## src/rtl/multicycle_pkg.sv

```systemverilog
// Shared encodings for the multicycle main control: states, opcodes, ALUOp codes
// and the control bundle. The link field exists only with MULTICYCLE_BLEZAL_EN.
package multicycle_pkg;

  typedef enum logic [3:0] {
    S_FETCH  = 4'd0,
    S_DECODE = 4'd1,
    S_MEMADR = 4'd2,
    S_MEMRD  = 4'd3,
    S_MEMWB  = 4'd4,
    S_MEMWR  = 4'd5,
    S_RTEXEC = 4'd6,
    S_RTCOMP = 4'd7,
    S_BEQEX  = 4'd8,
    S_JMP    = 4'd9,
    S_BLZ    = 4'd10
  } state_t;

  localparam logic [5:0] OP_RTYPE  = 6'b000000;
  localparam logic [5:0] OP_LW     = 6'b100011;
  localparam logic [5:0] OP_SW     = 6'b101011;
  localparam logic [5:0] OP_BEQ    = 6'b000100;
  localparam logic [5:0] OP_J      = 6'b000010;
  localparam logic [5:0] OP_BLEZAL = 6'b000110;

  localparam logic [2:0] ALUOP_ADD   = 3'b000;
  localparam logic [2:0] ALUOP_SUB   = 3'b001;
  localparam logic [2:0] ALUOP_RTYPE = 3'b100;

  localparam logic [1:0] SRCB_REG    = 2'b00;
  localparam logic [1:0] SRCB_FOUR   = 2'b01;
  localparam logic [1:0] SRCB_SEXT   = 2'b10;
  localparam logic [1:0] SRCB_SEXTSH = 2'b11;

  localparam logic [1:0] PCSRC_ALU    = 2'b00;
  localparam logic [1:0] PCSRC_ALUOUT = 2'b01;
  localparam logic [1:0] PCSRC_JUMP   = 2'b10;

  typedef struct packed {
    logic       pcwrite;
    logic       pcwritecond;
    logic       iord;
    logic       memread;
    logic       memwrite;
    logic       irwrite;
    logic       memtoreg;
    logic       regdst;
    logic       regwrite;
    logic       alusrca;
    logic [1:0] alusrcb;
    logic [1:0] pcsource;
    logic [2:0] aluop;
    logic       instr_done;
`ifdef MULTICYCLE_BLEZAL_EN
    logic       link;
`endif
  } ctrl_t;

endpackage

```

## src/rtl/multicycle_outdec.sv

```systemverilog
// Moore output decode: maps the current state (and lez while in BLZ) onto the
// datapath control bundle. Unlisted and unused states drive everything to 0.
module multicycle_outdec
  import multicycle_pkg::*;
(
  input  state_t i_state,
  input  logic   i_lez,
  output ctrl_t  o_ctrl
);

  always_comb begin
    o_ctrl = '0;
    case (i_state)
      S_FETCH: begin
        o_ctrl.memread = 1'b1;
        o_ctrl.irwrite = 1'b1;
        o_ctrl.pcwrite = 1'b1;
        o_ctrl.alusrcb = SRCB_FOUR;
        o_ctrl.aluop   = ALUOP_ADD;
      end
      // Branch target is precomputed here while the opcode is decoded.
      S_DECODE: begin
        o_ctrl.alusrcb = SRCB_SEXTSH;
        o_ctrl.aluop   = ALUOP_ADD;
      end
      S_MEMADR: begin
        o_ctrl.alusrca = 1'b1;
        o_ctrl.alusrcb = SRCB_SEXT;
        o_ctrl.aluop   = ALUOP_ADD;
      end
      S_MEMRD: begin
        o_ctrl.memread = 1'b1;
        o_ctrl.iord    = 1'b1;
      end
      S_MEMWB: begin
        o_ctrl.regwrite   = 1'b1;
        o_ctrl.memtoreg   = 1'b1;
        o_ctrl.instr_done = 1'b1;
      end
      S_MEMWR: begin
        o_ctrl.memwrite   = 1'b1;
        o_ctrl.iord       = 1'b1;
        o_ctrl.instr_done = 1'b1;
      end
      S_RTEXEC: begin
        o_ctrl.alusrca = 1'b1;
        o_ctrl.alusrcb = SRCB_REG;
        o_ctrl.aluop   = ALUOP_RTYPE;
      end
      S_RTCOMP: begin
        o_ctrl.regdst     = 1'b1;
        o_ctrl.regwrite   = 1'b1;
        o_ctrl.instr_done = 1'b1;
      end
      S_BEQEX: begin
        o_ctrl.alusrca     = 1'b1;
        o_ctrl.aluop       = ALUOP_SUB;
        o_ctrl.pcwritecond = 1'b1;
        o_ctrl.pcsource    = PCSRC_ALUOUT;
        o_ctrl.instr_done  = 1'b1;
      end
      S_JMP: begin
        o_ctrl.pcwrite    = 1'b1;
        o_ctrl.pcsource   = PCSRC_JUMP;
        o_ctrl.instr_done = 1'b1;
      end
`ifdef MULTICYCLE_BLEZAL_EN
      // Branch-and-link: PC and $31 are both written only when rs<=0.
      S_BLZ: begin
        o_ctrl.alusrca    = 1'b1;
        o_ctrl.aluop      = ALUOP_SUB;
        o_ctrl.pcsource   = PCSRC_ALUOUT;
        o_ctrl.instr_done = 1'b1;
        o_ctrl.pcwrite    = i_lez;
        o_ctrl.regwrite   = i_lez;
        o_ctrl.link       = i_lez;
      end
`endif
      default: o_ctrl = '0;
    endcase
  end

endmodule

```

## src/rtl/multicycle_control.sv

```systemverilog
// Main control FSM for the multicycle datapath (state register + next-state in
// this file, output decode in multicycle_outdec). Option: MULTICYCLE_BLEZAL_EN.
module multicycle_control
  import multicycle_pkg::*;
#(
  parameter int OP_W = 6,
  parameter int ST_W = 4
) (
  input  logic            clk,
  input  logic            reset,
  input  logic [OP_W-1:0] opcode,
  input  logic            lez,
  output logic            pcwrite,
  output logic            pcwritecond,
  output logic            iord,
  output logic            memread,
  output logic            memwrite,
  output logic            irwrite,
  output logic            memtoreg,
  output logic            regdst,
  output logic            regwrite,
  output logic            alusrca,
  output logic [1:0]      alusrcb,
  output logic [1:0]      pcsource,
  output logic [2:0]      aluop,
  output logic            instr_done,
  output logic            illegal_op,
`ifdef MULTICYCLE_BLEZAL_EN
  output logic            link,
`endif
  output logic [ST_W-1:0] state
);

  state_t r_state;
  state_t w_next;
  logic   w_illegal;
  ctrl_t  w_ctrl;

  always_ff @(posedge clk or posedge reset) begin
    if (reset) r_state <= S_FETCH;
    else       r_state <= w_next;
  end

  always_comb begin
    w_next    = S_FETCH;
    w_illegal = 1'b0;
    case (r_state)
      S_FETCH: w_next = S_DECODE;
      S_DECODE: begin
        if (opcode == OP_W'(OP_LW) || opcode == OP_W'(OP_SW)) w_next = S_MEMADR;
        else if (opcode == OP_W'(OP_RTYPE))                   w_next = S_RTEXEC;
        else if (opcode == OP_W'(OP_BEQ))                     w_next = S_BEQEX;
        else if (opcode == OP_W'(OP_J))                       w_next = S_JMP;
`ifdef MULTICYCLE_BLEZAL_EN
        else if (opcode == OP_W'(OP_BLEZAL))                  w_next = S_BLZ;
`endif
        else begin
          // Unsupported opcode: drop it; PC was already advanced in FETCH.
          w_next    = S_FETCH;
          w_illegal = 1'b1;
        end
      end
      // IR is stable across the instruction, so the opcode is simply re-read here.
      S_MEMADR: w_next = (opcode == OP_W'(OP_LW)) ? S_MEMRD : S_MEMWR;
      S_MEMRD:  w_next = S_MEMWB;
      S_RTEXEC: w_next = S_RTCOMP;
      default:  w_next = S_FETCH;
    endcase
  end

  multicycle_outdec u_outdec (
    .i_state (r_state),
    .i_lez   (lez),
    .o_ctrl  (w_ctrl)
  );

  // Reset masks every output combinationally so strobes drop the moment it rises.
  always_comb begin
    pcwrite     = 1'b0;
    pcwritecond = 1'b0;
    iord        = 1'b0;
    memread     = 1'b0;
    memwrite    = 1'b0;
    irwrite     = 1'b0;
    memtoreg    = 1'b0;
    regdst      = 1'b0;
    regwrite    = 1'b0;
    alusrca     = 1'b0;
    alusrcb     = 2'b00;
    pcsource    = 2'b00;
    aluop       = 3'b000;
    instr_done  = 1'b0;
    illegal_op  = 1'b0;
`ifdef MULTICYCLE_BLEZAL_EN
    link        = 1'b0;
`endif
    state       = '0;
    if (!reset) begin
      pcwrite     = w_ctrl.pcwrite;
      pcwritecond = w_ctrl.pcwritecond;
      iord        = w_ctrl.iord;
      memread     = w_ctrl.memread;
      memwrite    = w_ctrl.memwrite;
      irwrite     = w_ctrl.irwrite;
      memtoreg    = w_ctrl.memtoreg;
      regdst      = w_ctrl.regdst;
      regwrite    = w_ctrl.regwrite;
      alusrca     = w_ctrl.alusrca;
      alusrcb     = w_ctrl.alusrcb;
      pcsource    = w_ctrl.pcsource;
      aluop       = w_ctrl.aluop;
      instr_done  = w_ctrl.instr_done;
      illegal_op  = w_illegal;
`ifdef MULTICYCLE_BLEZAL_EN
      link        = w_ctrl.link;
`endif
      state       = ST_W'(r_state);
    end
  end

endmodule

```

## config.mk

```make
export PLATFORM = sky130hd
export DESIGN_NAME = multicycle_control
export DESIGN_NICKNAME = d
export VERILOG_FILES = /design/src/rtl/multicycle_pkg.sv /design/src/rtl/multicycle_outdec.sv /design/src/rtl/multicycle_control.sv
export SDC_FILE = /design/constraint.sdc
export NUM_CORES = 1
export LEC_CHECK = 0
export ABC_AREA = 1
export CORE_MARGIN = 5
export CORE_UTILIZATION = 31
export CTS_CLUSTER_SIZE = 14
export DETAILED_ROUTE_END_ITERATION = 6
export GPL_TIMING_DRIVEN = 1
export HOLD_SLACK_MARGIN = 0.15
export MAX_ROUTING_LAYER = met4
export PLACE_DENSITY = 0.7
export SETUP_SLACK_MARGIN = 0.3
export SKIP_CTS_REPAIR_TIMING = 1
export SYNTH_ARGS = -nofsm -noshare
export SYNTH_HDL_FRONTEND = slang
export SYNTH_SLANG_ARGS = --single-unit
```

## constraint.sdc

```tcl
create_clock -name clk -period 1 [get_ports clk]
set_input_delay 0.1 -clock clk [delete_from_list [all_inputs] [get_ports clk]]
set_output_delay 0.1 -clock clk [all_outputs]
set_load 0.05 [all_outputs]
```

==> results of run 1 <==
-- cell usage after synthesis --
master and instances:
inv_1 14, conb_1 1, buf_2 1, nand2_1 19
buf_4 3, a21oi_1 4, nand3_1 9, dfrtp_1 4
nor2_1 28, nand3b_1 1, and2_0 1, nor2_2 1
nor3_1 2, o22ai_1 1, nor2_4 1, o21bai_1 1
-- cell families after synthesis --
family,count (synthesis),synth area share [%]
AOI/OAI and AO/OA,6,7.03
buffers and inverters,18,16.7
DFF,4,20.8
other,1,0.781
and+or+nand+nor,62,54.7
-- per-stage QoR --
| stage | instances | hold slack (ns) | utilization [%] |
|---|---|---|---|
| floorplan | 91 | 0.211 | - |
| global placement | 157 | 0.612 | 94.7 |
| detailed placement | 157 | 0.709 | 94.7 |
| CTS | 161 | 0.458 | 96.5 |
==> flow_summary_export.csv, run 1 <==
group,metric,value,unit
clock_network,htreeDepth,1,
floorplan,start_util,32.3,%
sta,worst-ep-kind,"output port",
synthesis,synthCells,91,
status,first-error,"[ERROR DPL-0038] Utilization greater than 100%, impossible to legalize",
placed_design,portBuffers,29,
global_routing,grt_max_degree,9,
clock_network,cts_max_path_buffers,2,
synthesis,yosysWarnings,0,
placed_design,dp_hpwl,2440,um
placed_design,pre_cts_ws,-0.478,ns
clock_network,cts_buffers,3,
placed_design,placed_cell_area,1410,um^2
status,haltStage,"global routing (5_1_grt)",
floorplan,pin_count,32,
synthesis,syn_area,480,um^2
clock_network,clockRootBuffer,"clkbuf_4",
synthesis,yosys-top-cells-area,"nor2_1 22%, dfrtp_1 21%, nand2_1 15%, inv_1 11%, nand3_1 9.4%",
synthesis,avgSynthCellArea,5.28,um^2
synthesis,synth_top_area_share,21.9,%
synthesis,synth.distinct_cells,16,
synthesis,ys_seq_area_share,20.8,%
floorplan,die_y,49.4,um
floorplan,rows,14,
synthesis,yosys.area.top_type,"nor2_1",
synthesis,synth.net_count,100,
floorplan,die_w,49.4,um
status,outcome,"did not finish",
placed_design,gp_congestion,0.802,
synthesis,synth-seq-cells,4,
clock_network,cts_sinks,4,
sta,grt-worst-endpoint,"alusrcb[1]",
==> inputs of run 2 (changes only) <==
CORE_AREA = 5 5 66 68   (was default)
CORE_MARGIN = default   (was 5)
CORE_UTILIZATION = default   (was 31)
CTS_CLUSTER_SIZE = default   (was 14)
DIE_AREA = 0 0 71 73   (was default)
HOLD_SLACK_MARGIN = default   (was 0.15)
MAX_ROUTING_LAYER = default   (was met4)
PLACE_DENSITY = default   (was 0.7)
PLACE_DENSITY_LB_ADDON = 0.15   (was default)
SETUP_SLACK_MARGIN = default   (was 0.3)
clock period = 1.3 ns   (was 1 ns; I/O delays follow)
==> flow_summary_export.csv, run 2 <==
group,metric,value,unit
global_routing,grt_overflow,0,
placed_design,pre_cts_ws,-0.213,ns
sta,fin_skew,0.00337,ns
worst_setup_path,crit_type,"register to output pin",
cells_and_area,final_common_cell,"buf_4",
placed_design,placed_cell_area,1440,um^2
power,vdd_ir_drop_max,608,uV
power,power_density,1110,nW/um^2
clock_network,clockRootBuffer,"clkbuf_8",
sta,finalHoldViolations,0,
floorplan,start_util,12.6,%
floorplan,rows,23,
status,violations,"setup timing",
power,p_leak,0.701,nW
synthesis,yosys-top-cells-area,"nor2_1 22%, dfrtp_1 21%, nand2_1 15%, inv_1 11%, nand3_1 9.4%",
worst_setup_path,worstPathArrival,1.40,ns
floorplan,pin_count,32,
synthesis,synth.distinct_cells,16,
routing,drt_iter0_drc,16,
global_routing,grt_max_degree,8,
floorplan,die_w,71,um
worst_setup_path,cp_max_fo,6,
job,cap_violations,0,
cells_and_area,diodes,0,
synthesis,synth_top_area_share,21.9,%
status,outcome,"finished with violations",
cells_and_area,final_cell_mix,"30 x buf_4, 22 x buf_12, 17 x nor2_4",
clock_network,cts_max_path_buffers,2,
cells_and_area,fin_nets,165,
synthesis,synthCells,91,
cells_and_area,reg.largest.list,"r_state x4",
clock_network,clk_pin_slew,0.03,ns
global_routing,grt_pass1_wl,3500,um
synthesis,yosysWarnings,0,
clock_network,cts_tree,"done",
sta,min_period_over_period,118,%
routing,ant_nets,0,
routing,routed_wl,1920,um
routing,vias,764,
global_routing,antenna_found_initial,0,
placed_design,gp_congestion,0.792,
placed_design,dp_hpwl,1750,um
synthesis,synth_edf_count,0,
placed_design,portBuffers,29,
cells_and_area,design_area,1600,um^2
sta,drv_slew,0,
sta,holdWs,0.189,ns
cells_and_area,registers.top_by_ff_count,"r_state",
floorplan,die_y,73,um
synthesis,synth_common_cells,"28 x nor2_1, 19 x nand2_1, 14 x inv_1",
sta,setup_violations,19,
worst_setup_path,crit_required,1.17,ns
routing,first_pass_iters,4,
sta,fin_ws,-0.229,ns
clock_network,clkLatencyLatePin,0.22,ns
clock_network,cts_buffers,3,
floorplan,die_area,5180,um^2
global_routing,grtUsageTotal,8.31,%
cells_and_area,largest_register_ffs,4,
sta,layout_min_cycle_time,1.53,ns
synthesis,syn_area,480,um^2
synthesis,async_flop_share,100,%
floorplan,core_area,3800,um^2
routing,wire_per_inst,9.39,um
worst_setup_path,worstSetupStartpointType,"register",
routing,drc,0,
synthesis,synth.most_common_cell,"nor2_1",
synthesis,avgSynthCellArea,5.28,um^2
sta,rsz0062_at_grt,"true",
cells_and_area,drive_above_1_share,65.8,%
routing,viasPerCell,3.73,
clock_network,cts_sinks,4,
synthesis,synth_ff_type,"dfrtp_1",
synthesis,synth.net_count,100,
cells_and_area,fillers,393,
synthesis,ys_seq_area_share,20.8,%
global_routing,first_global_vias,780,
cells_and_area,syn2layout_area_growth,233,%
min_path,worstHoldPathType,"input pin to asynchronous set/reset pin",
synthesis,yosys.area.top_type,"nor2_1",
clock_network,htreeDepth,1,
worst_setup_path,critPathCaptureType,"output pin",
sta,fmax,654,MHz
synthesis,synth-seq-cells,4,
[run 2: cell counts after synthesis]
No cell type changed its count.
[run 2: worst paths after layout]
kind                       depth (start not counted)              endpoint                 start  slack, ns
setup / recovery                                   7                regdst  r_state[2]$_DFF_PP0_      -0.23
hold / removal                                     4  r_state[0]$_DFF_PP0_                 reset       0.19
setup reg to reg                                   7  r_state[0]$_DFF_PP0_  r_state[3]$_DFF_PP0_       0.09
hold reg to reg                                    5  r_state[1]$_DFF_PP0_  r_state[0]$_DFF_PP0_       0.77
max in group asynchronous                          4  r_state[1]$_DFF_PP0_                 reset       1.00
min in group clk                                   5  r_state[2]$_DFF_PP0_             opcode[3]       0.70
[run 2: power by group]
part	total, mW	internal, mW	switching [mW]
sequential	0.195	0.149	0.0455
combinational	1.31	0.634	0.678
clock	0.274	0.209	0.0646
[run 2: cell type report]
cell class / count / area (um^2) / area share [%]
Timing Repair Buffer: 64 / 795 / 49.6
Multi-Input combinational cell: 69 / 538 / 33.6
Tap cell: 50 / 62.6 / 3.91
Inverter: 14 / 57.6 / 3.60
Clock buffer: 4 / 45.0 / 2.81
Sequential cell: 4 / 103 / 6.41
[run 2: worst max-delay path, cell delays in order, from the launching register on]
cell     delay, ns
dfrtp_1       0.39
buf_6         0.12
inv_2         0.05
nor2_4        0.15
nand2_8       0.09
buf_6         0.13
nor2_4        0.11
buf_12        0.14
[run 2: kinds of logic (layout without fill, tap and decap cells)]
family,Yosys count,count (layout),share of synthesized area (%)
simple gates,62,62,54.7
buf+inv,18,82,16.7
compound gates,6,6,7.03
flops,4,4,20.8
other cells,1,1,0.781
[run 2: per-layer routing]
metal  global-route usage (%)  wire [um]  part of all wire (%)
met1                     8.98        768                    40
met2                     15.2       1010                    53
met3                     2.89        142                   7.4
met4                     2.51          0                     0
met5                        0          0                     0
[run 2: metrics by stage]
stage	util (%)	setup TNS [ns]	total power, mW	cells
5_1_grt	42.1	-4.54	1.90	205
4_1_cts	39.2	-4.79	1.74	202
2_1_floorplan	-	-0.919	0.839	91
6_report	42.1	-3.13	1.78	205
3_5_place_dp	38.0	-2.35	1.46	198
3_3_place_gp	38.0	-1.86	1.45	198
No activity file was read; power rests on OpenSTA's default activity.
==> variant 1 (config.mk and constraints of run 2) <==
Register the input `lez` before use, without a reset. The logic sees it one clock later. The other inputs are not delayed to match.
--- a/src/rtl/multicycle_control.sv
+++ b/src/rtl/multicycle_control.sv
@@ -32,2 +32,8 @@
 );
+
+  logic lez_q;
+
+  always_ff @(posedge clk) begin
+    lez_q <= lez;
+  end
 
@@ -72,3 +78,3 @@
     .i_state (r_state),
-    .i_lez   (lez),
+    .i_lez   (lez_q),
     .o_ctrl  (w_ctrl)
Check against the original RTL: equivalent (equiv_simple and equiv_induct, registers matched by name and starting in step).
==> variant 1 against run 2 <==
- the run still ends with negative setup slack left
- fmax up 2.4%
- cell area fell by 1.2%
- sequential cell count unchanged
- wire length is 0.73% higher
- setup slack better by 0.035 ns
- area after synthesis is 6.0% higher
- first-iteration DRC count shrank 19%
- total power up 5.9%
- register-to-register slack improved by 0.04 ns
- sequential share of layout area increased by 0.076 points
- critical endpoint is now aluop[2]
==> variant 1: results (changes against run 2) <==
metric,value,unit,change
outcome,"complete, but fails checks",,unchanged
violations,negative setup slack,,unchanged
grt_pass1_vias,772,,was 780
swShare,45.29,%,was 44.26%
hpwl,1.716,mm,was 1.755 mm
cp_max_fo,4,,was 6
wirelength,1.938,mm,was 1.924 mm
p_comb,1.41,mW,was 1.31 mW
dp_cells,182,,was 198
worstRegToRegCells,4,,was 7
m1WireLength,750,um,was 768 um
nets,150,,was 165
wl_per_cell,10.20,um,was 9.385 um
final-nonclk-buf-share,47.39,%,was 49.65%
synth_cells,86,,was 91
via_per_inst,3.858,,was 3.727
yosysSeqAreaShare,19.66,%,was 20.83%
fin_skew,0.002800,ns,was 0.003370 ns
r2r-end,r_state[2],,was r_state[0]
gp_congestion,0.8197,,was 0.7915
wl_met2,1.033,mm,was 1.013 mm
yosysUniqueCellTypes,22,,was 16
setup_viol,18,,was 19
p_leak,0.6588,nW,was 0.7012 nW
multi_input_area_share,36.39,%,was 33.62%
critPathLaunch,r_state[3],,was r_state[2]
grt_max_degree,9,,was 8
dr_wl_met3,155,um,was 142 um
worstPathArrival,1.36,ns,was 1.40 ns
grt_pass1_wl,3.387,mm,was 3.498 mm
regToRegSetupSlack,0.13,ns,was 0.09 ns
worst-path-stages,6,,was 7
timing.final.ws_setup,-0.1935,ns,was -0.2290 ns
syn_nets,95,,was 100
r2r-start,r_state[2],,was r_state[3]
globalRouteMet2Util,13.70,%,was 15.24%
synth_common_cells,"nor2_1 (23), nand2_1 (17), nand3_1 (7), a21oi_1 (5)",,"was nor2_1 (28), nand2_1 (19), inv_1 (14), nand3_1 (9)"
track_usage,7.999,%,was 8.312%
seq_cell_count,4,,unchanged
drive_gt1_share,67.14,%,was 65.81%
seq-cell-share,6.487,%,was 6.411%
crit_path_end,aluop[2],,was regdst
fill_cells,392,,was 393
nNonClkBuffers,54,,was 64
grtUsageMet1,9.316,%,was 8.979%
## variant 1: cell types whose count changed after synthesis, moves of 2 or more
cell     delta
inv_1      -10
inv_2       +4
nand2_1     -2
nand2_4     +2
nand3_1     -2
nand4_1     +2
nor2_1      -5
nor2_2      +2
## variant 1: through the flow
step	area [um2]	setup TNS [ns]	hold slack [ns]	worst slack, ns
3_3_place_gp	1436	-1.437	0.6369	-0.1379
3_5_place_dp	1436	-1.802	0.6408	-0.1663
4_1_cts	1481	-3.623	0.4379	-0.2590
5_1_grt	1582	-3.775	0.2086	-0.2656
6_report	1582	-2.559	0.1610	-0.1935
2_1_floorplan	703.2	-1.447	-0.07985	-0.2795
## variant 1: kinds of logic (layout without fill, tap and decap cells)
logic type      count (synthesis)  after routing  share of synthesized area [%]
compound gates                  7              7                          8.599
buf+inv                        13             67                          13.26
flops                           4              4                          19.66
simple gates                   61             61                          57.74
other cells                     1              1                         0.7364
==> variant 2 (config.mk and constraints of run 2) <==
Without the edit above. The parameter `ST_W` goes from 4 to 6.
--- a/src/rtl/multicycle_control.sv
+++ b/src/rtl/multicycle_control.sv
@@ -6,3 +6,3 @@
   parameter int OP_W = 6,
-  parameter int ST_W = 4
+  parameter int ST_W = 6
 ) (
Interface: changed (resized state); port bits go from 32 to 34. The function was not compared with the original's and may differ.
==> variant 2 against run 2 <==
- the flow still finishes with violations (negative setup slack)
- cell area is 0.47% higher
- wire length rose by 0.10%
- sequential share of layout area about the same
- critical path depth shrank 2
- global-route usage shrank 0.31 points
- total power rose by 3.8%
- setup slack gained 0.029 ns
- via count decreased by 1.0%
- sequential power increased by 5%
- area after synthesis rose by 3.1%
- clock power decreased by 7.3%
- register-to-register slack is essentially flat
- sequential cell count unchanged
- largest cell class unchanged
- largest power group unchanged
==> variant 2: results (changes against run 2) <==
metric,value,unit,change
yosysSeqAreaShare,20.20,%,was 20.83%
p_leak,0.7034,nW,was 0.7012 nW
place_ws,-0.2243,ns,was -0.2134 ns
dr_wl_met3,147,um,was 142 um
track_usage,8.001,%,was 8.312%
drv_cap,0,,unchanged
seq-cell-share,6.459,%,was 6.411%
tns,-2.990,ns,was -3.132 ns
timing.final.ws_setup,-0.1996,ns,was -0.2290 ns
grt_pass1_vias,768,,was 780
nets,163,,was 165
fin_skew,0.002772,ns,was 0.003370 ns
final-nonclk-buf-share,48.56,%,was 49.65%
drive_gt1_share,66.45,%,was 65.81%
dpl_cell_area,1425,um2,was 1443 um2
wl_met2,1.022,mm,was 1.013 mm
clock_area_share,2.568,%,was 2.815%
synth.area.top_cells,"nor2_1 (21%), dfrtp_1 (20%), nand2_1 (14%), inv_1 (11%), nand3_1 (9.1%)",,"was nor2_1 (22%), dfrtp_1 (21%), nand2_1 (15%), inv_1 (11%), nand3_1 (9.4%)"
instances_no_fill,202,,was 205
wl_per_cell,9.535,um,was 9.385 um
nNonClkBuffers,60,,was 64
dr.first_iter.drc_count,20,,was 16
clock_buffer_count,3,,was 4
setup_viol,19,,unchanged
hpwl,1.711,mm,was 1.755 mm
critPathMaxStageDelay,0.43,ns,was 0.39 ns
ir_drop,0.8239,mV,was 0.6081 mV
crit_slowest_cell,dfrtp_2,,was dfrtp_1
gp_congestion,0.7671,,was 0.7915
ys.flop_type,dfrtp_1,,unchanged
utilization,42.33,%,was 42.13%
path_clk_slew,0.03,ns,about the same
m1WireLength,756,um,was 768 um
grtUsageMet3,2.893,%,unchanged
multi_input_area_share,34.79,%,was 33.62%
syn_avg_cell_area,5.328,um2,was 5.280 um2
drtPass1Iterations,4,,unchanged
fill_cells,389,,was 393
grt_pass1_wl,3.381,mm,was 3.498 mm
worst_path_dominant_cell_family,flip-flops,,was buffers and inverters
outcome,"complete, but fails checks",,unchanged
violations,negative setup slack,,unchanged
globalRouteMet2Util,14.11,%,was 15.24%
via_per_inst,3.743,,was 3.727
worstPathArrival,1.37,ns,was 1.40 ns
num-multi-input-gates,71,,was 69
## variant 2: power breakdown
part	switching [mW]	total, mW	internal (mW)
clock	0.0572	0.254	0.197
combinational	0.716	1.39	0.674
sequential	0.0547	0.204	0.149
total	0.828	1.85	1.02
## variant 2: cell families after synthesis
group           share of synthesized area, %
flops                                  20.20
other cells                           0.7568
simple gates                           53.03
buf+inv                                19.19
compound gates                         6.820
## variant 2: final timing paths
| path | from | end | slack, ns | cells past startpoint |
|---|---|---|---|---|
| hold reg to reg | r_state[3] | r_state[1] | 0.72 | 5 |
| setup / recovery | r_state[3] | pcwrite | -0.20 | 5 |
| setup reg to reg | r_state[3] | r_state[0] | 0.09 | 6 |
| hold / removal | reset | r_state[2] | 0.23 | 4 |
| min in group clk | r_state[3] | r_state[1] | 0.72 | 5 |
| max in group asynchronous | reset | r_state[1] | 0.96 | 4 |
